==> src/rtl/vga_sync_generator.sv <==
// vga_sync_generator: 640x480@60 VGA horizontal/vertical timing, advanced by rising edges of PixelClock.
// Optional feature: define VGA_FRAME_COUNT_EN to add the 8-bit FrameCount output and its register.
module vga_sync_generator #(
  parameter int CountWidth  = 10,
  parameter int HVisible    = 640,
  parameter int HFrontPorch = 16,
  parameter int HSyncWidth  = 96,
  parameter int HBackPorch  = 48,
  parameter int VVisible    = 480,
  parameter int VFrontPorch = 10,
  parameter int VSyncWidth  = 2,
  parameter int VBackPorch  = 33
) (
  input  logic                  Clock,
  input  logic                  Reset,
  input  logic                  PixelClock,
  output logic                  HSync,
  output logic                  VSync,
  output logic                  Blank,
  output logic [CountWidth-1:0] PixelX,
  output logic [CountWidth-1:0] PixelY,
`ifdef VGA_FRAME_COUNT_EN
  output logic                  FrameStart,
  output logic [7:0]            FrameCount
`else
  output logic                  FrameStart
`endif
);

  localparam int HTotal = HVisible + HFrontPorch + HSyncWidth + HBackPorch;
  localparam int VTotal = VVisible + VFrontPorch + VSyncWidth + VBackPorch;

  localparam logic [CountWidth-1:0] HLast    = CountWidth'(HTotal - 1);
  localparam logic [CountWidth-1:0] VLast    = CountWidth'(VTotal - 1);
  localparam logic [CountWidth-1:0] CountOne = CountWidth'(1);

  // Thresholds are compared at 32 bits so a sync end equal to 2^CountWidth still works.
  localparam logic [31:0] HVisibleW   = 32'(HVisible);
  localparam logic [31:0] HSyncStartW = 32'(HVisible + HFrontPorch);
  localparam logic [31:0] HSyncEndW   = 32'(HVisible + HFrontPorch + HSyncWidth);
  localparam logic [31:0] VVisibleW   = 32'(VVisible);
  localparam logic [31:0] VSyncStartW = 32'(VVisible + VFrontPorch);
  localparam logic [31:0] VSyncEndW   = 32'(VVisible + VFrontPorch + VSyncWidth);

  logic                  pixelClockQ_r;
  logic                  tick_s;
  logic [CountWidth-1:0] hCount_r;
  logic [CountWidth-1:0] vCount_r;
  logic [CountWidth-1:0] hNext_s;
  logic [CountWidth-1:0] vNext_s;
  logic                  frameWrap_s;
  logic [31:0]           hWide_s;
  logic [31:0]           vWide_s;
  logic                  hSyncNext_s;
  logic                  vSyncNext_s;
  logic                  blankNext_s;
  logic                  hSync_r;
  logic                  vSync_r;
  logic                  blank_r;
  logic                  frameStart_r;

  assign tick_s = PixelClock & ~pixelClockQ_r;

  // Delayed copy of PixelClock for rising-edge detection.
  always_ff @(posedge Clock or posedge Reset) begin
    if (Reset) begin
      pixelClockQ_r <= 1'b0;
    end else begin
      pixelClockQ_r <= PixelClock;
    end
  end

  // Next counter position: advance on a tick, wrap the line, and wrap the frame on the last line.
  always_comb begin
    hNext_s     = hCount_r;
    vNext_s     = vCount_r;
    frameWrap_s = 1'b0;
    if (tick_s) begin
      if (hCount_r == HLast) begin
        hNext_s = {CountWidth{1'b0}};
        if (vCount_r == VLast) begin
          vNext_s     = {CountWidth{1'b0}};
          frameWrap_s = 1'b1;
        end else begin
          vNext_s = vCount_r + CountOne;
        end
      end else begin
        hNext_s = hCount_r + CountOne;
      end
    end else begin
      hNext_s = hCount_r;
      vNext_s = vCount_r;
    end
  end

  // Decode from the next position so registered syncs line up with PixelX/PixelY.
  always_comb begin
    hWide_s     = 32'(hNext_s);
    vWide_s     = 32'(vNext_s);
    hSyncNext_s = ~((hWide_s >= HSyncStartW) && (hWide_s < HSyncEndW));
    vSyncNext_s = ~((vWide_s >= VSyncStartW) && (vWide_s < VSyncEndW));
    blankNext_s = (hWide_s >= HVisibleW) | (vWide_s >= VVisibleW);
  end

  // Counter and output registers.
  always_ff @(posedge Clock or posedge Reset) begin
    if (Reset) begin
      hCount_r     <= {CountWidth{1'b0}};
      vCount_r     <= {CountWidth{1'b0}};
      hSync_r      <= 1'b1;
      vSync_r      <= 1'b1;
      blank_r      <= 1'b0;
      frameStart_r <= 1'b0;
    end else begin
      hCount_r     <= hNext_s;
      vCount_r     <= vNext_s;
      hSync_r      <= hSyncNext_s;
      vSync_r      <= vSyncNext_s;
      blank_r      <= blankNext_s;
      frameStart_r <= frameWrap_s;
    end
  end

`ifdef VGA_FRAME_COUNT_EN
  logic [7:0] frameCount_r;

  // Frame counter steps together with FrameStart and rolls over naturally at 8 bits.
  always_ff @(posedge Clock or posedge Reset) begin
    if (Reset) begin
      frameCount_r <= 8'd0;
    end else if (frameWrap_s) begin
      frameCount_r <= frameCount_r + 8'd1;
    end else begin
      frameCount_r <= frameCount_r;
    end
  end

  assign FrameCount = frameCount_r;
`endif

  assign HSync      = hSync_r;
  assign VSync      = vSync_r;
  assign Blank      = blank_r;
  assign PixelX     = hCount_r;
  assign PixelY     = vCount_r;
  assign FrameStart = frameStart_r;

endmodule

==> config.mk <==
export PLATFORM = sky130hd
export DESIGN_NAME = vga_sync_generator
export DESIGN_NICKNAME = d
export VERILOG_FILES = /design/src/rtl/vga_sync_generator.sv
export SDC_FILE = /design/constraint.sdc
export NUM_CORES = 1
export LEC_CHECK = 0
export BUFFER_PORTS_ARGS = -buffer_cell sky130_fd_sc_hd__clkbuf_2
export CORE_ASPECT_RATIO = 0.8
export CORE_MARGIN = 3
export CORE_UTILIZATION = 58
export CTS_CLUSTER_DIAMETER = 60
export CTS_CLUSTER_SIZE = 24
export DETAILED_ROUTE_END_ITERATION = 6
export HOLD_SLACK_MARGIN = 0.06
export MAX_ROUTING_LAYER = met4
export PLACE_DENSITY = 0.85
export RECOVER_POWER = 100
export SLEW_MARGIN = 30
export SYNTH_ARGS = -nofsm -noshare
export SYNTH_HDL_FRONTEND = slang
export SYNTH_SLANG_ARGS = --single-unit
export TNS_END_PERCENT = 50
==> constraint.sdc <==
create_clock -name Clock -period 5.66 [get_ports Clock]
set_input_delay 1.132 -clock Clock [delete_from_list [all_inputs] [get_ports Clock]]
set_output_delay 1.132 -clock Clock [all_outputs]
set_load 0.02 [all_outputs]
==> impl_metrics.py <==
metrics = {
    "status": {
        "status": "completed",
    },
    "sta": {
        "worst_pin_slew_ns": 0.907,
        "finalSetupViolations": 0,
        "tns_ns": 0,
        "slew_headroom_pct": 39.5,
        "rsz0062_at_grt": "no",
        "period_minus_slack_ns": 3.23,
        "drv_slew": 0,
        "finClkSkew_ns": 0.00619,
        "timing.hold.ws_ns": 0.575,
        "finalHoldViolCount": 0,
        "period_share_pct": 57.1,
        "max_freq_ghz": 0.309,
    },
    "floorplan": {
        "io_pins": 27,
        "fp.dieW_um": 61.5,
        "num_rows": 15,
        "fp.dieArea_um2": 3100,
        "start_util_pct": 63.5,
        "die_h_um": 50.4,
        "core_um2": 2250,
    },
    "final_layout": {
        "nFillCells": 190,
        "final_nets": 181,
        "drive_gt1_share_pct": 6.90,
        "multi_input_area_um2": 732,
        "stdcell_count": 199,
        "syn2layout_area_growth_pct": 7.61,
        "register_area_um2": 628,
        "final_cell_area_um2": 1540,
        "num_antenna_cells": 0,
        "utilization_pct": 68.3,
    },
    "synth": {
        "synth_top_area_cell": "dfrtp_1",
        "async_flop_share_pct": 100,
        "yosys_register_bits": 25,
        "synthesis.nets": 157,
        "synth_warnings": 0,
        "yosysMostFrequentCell": "dfrtp_1",
        "synth.area.top_cells": "dfrtp_1, xnor2_1, nand2_1",
        "synth_edf_count": 0,
        "synth_seq_area_share_pct": 43.9,
        "ys_types": 42,
        "synth.avg_cell_area_um2": 9.47,
        "ys_top_cells_by_count": "dfrtp_1, nand2_1, o21ai_0",
        "netlist.area_leader.share_pct": 40.2,
        "netlist_area_um2": 1430,
        "dominantRegCellSynth": "dfrtp_1",
        "netlist_instances": 151,
    },
    "clock_network": {
        "post_cts_buffers": 0,
        "h-tree-depth": 1,
        "insertion_delay_ns": 0.31,
        "cts_buffers": 3,
        "postCtsResizedCells": 0,
        "clk_pin_slew_ns": 0.13,
        "tritoncts": "done",
        "cts_root_buf": "clkbuf_4",
        "cts_buffer_depth": 2,
        "hold_buffers": 0,
        "numClockSinks": 25,
    },
    "setup_path": {
        "start_kind": "input pin",
        "r2r-start": "PixelX[0]",
        "cp.required_ns": 5.89,
        "r2r_slack_ns": 2.81,
        "critical_path_class": "input pin to flop",
        "r2r_cells": 7,
        "crit_fanout": 17,
        "rr_endpoint": "VSync",
        "critPathCaptureType": "flop",
        "worstPathArrival_ns": 3.46,
    },
    "worst_hold_path": {
        "min_path_cells": 2,
        "hp-class": "flop to flop",
        "holdPathEnd": "PixelX[1]",
        "hold_start": "PixelX[1]",
    },
    "placed_design": {
        "gp_congestion": 0.850,
        "dp.cells": 195,
        "numPortBuffers": 26,
        "dpl_cell_area_um2": 1560,
        "hpwlAfterDp_um": 2230,
    },
    "route": {
        "wire_per_inst_um": 15.5,
        "ant_nets": 0,
        "drtIter0Drc": 63,
        "remaining_drc_errors": 0,
        "drtPass1Iterations": 4,
        "dr_total_vias": 1259,
        "routed_via_density": 6.33,
        "finalWirelength_um": 3090,
    },
    "grt": {
        "first_global_vias": 1134,
        "use_met3_pct": 5.40,
        "antenna_found_initial": 0,
        "top_usage_layer": "met2",
        "grt_max_degree": 26,
        "met2_usage_pct": 34.0,
        "grt_usage_pct": 23.6,
        "overflow": 0,
        "use_met1_pct": 33.4,
        "grt_first_pass_wirelength_um": 5300,
    },
    "power_and_ir_drop": {
        "ir_drop_uv": 255,
        "power.density_nw_per_um2": 252,
        "p_leak_uw": 0.000586,
    },
    "job": {
        "cap_violations": 0,
    },
}
-- critical path: stages --
cell	delay, ns
clkbuf_1	0.13
nand2b_1	0.25
nor4_4	0.78
nand4_1	0.23
or3_1	0.40
a311oi_1	0.40
nand3_1	0.14
-- stage by stage --
| step | setup slack (ns) | total power, uW |
|---|---|---|
| after floorplan | 2.85 | 288 |
| after global placement | 2.44 | 316 |
| after detailed placement | 2.26 | 320 |
| after CTS | 2.58 | 397 |
| after global routing | 2.22 | 417 |
| final | 2.43 | 388 |
-- state kept, by name (all words and copies together), names as in the netlist --
signal	count
HSync	1
VSync	1
Blank	1
FrameStart	1
PixelY	10
pixelClockQ_r	1
PixelX	10
-- worst max-delay path by stage --
stage / startpoint / slack [ns] / endpoint / cells after the start
global placement: PixelClock / 2.44 / Blank / 7
global route: PixelClock / 2.22 / VSync / 7
floorplan: PixelClock / 2.85 / Blank / 7
finish: PixelClock / 2.43 / VSync / 7
detailed placement: PixelClock / 2.26 / VSync / 7
CTS: PixelClock / 2.58 / Blank / 7
-- placed cells by master (no fill, tap or decap), types with 3 or more instances in the layout --
cell and instances:
xnor2_1 8, ha_1 3, o21ai_0 11, clkbuf_1 26, clkbuf_4 3, dfrtp_1 23, nand3_1 10, nand2_1 16
inv_1 6, nand2b_1 3, a31oi_1 3, a21oi_1 6, nand4b_1 3, nor2_1 8, nor3_1 7
-- layout make-up --
cell class,count,area share (%)
tap,25,2.03
multi-input combinational,113,47.6
timing repair buffer,26,6.42
sequential,25,40.8
inverter,6,1.46
clock buffer,4,1.71
-- cell families after synthesis --
| family | after synthesis | share of synthesized area, % |
|---|---|---|
| fa+ha+maj | 3 | 2.62 |
| simple gates | 66 | 27.3 |
| buf+inv | 13 | 4.02 |
| xor+xnor | 10 | 6.12 |
| flops | 25 | 43.9 |
| mux | 3 | 2.27 |
| compound gates | 31 | 13.7 |
-- report_power, final --
group          total [uW]  leakage (uW)  switching [uW]  internal [uW]
Combinational        87.9      0.000257            58.1           29.8
Clock                76.7     0.0000150            49.2           27.5
Sequential            224      0.000314            25.6            198
Total                 388      0.000586             133            256
-- routing by layer --
layer  vias up  part of all wire (%)  wire [um]
met5         -                     0          0
met4         0                   1.7         54
li1        592                     -          -
met1       599                    44       1350
met3         8                   7.6        236
met2        60                    47       1450
No activity file was read; power rests on OpenSTA's default activity.
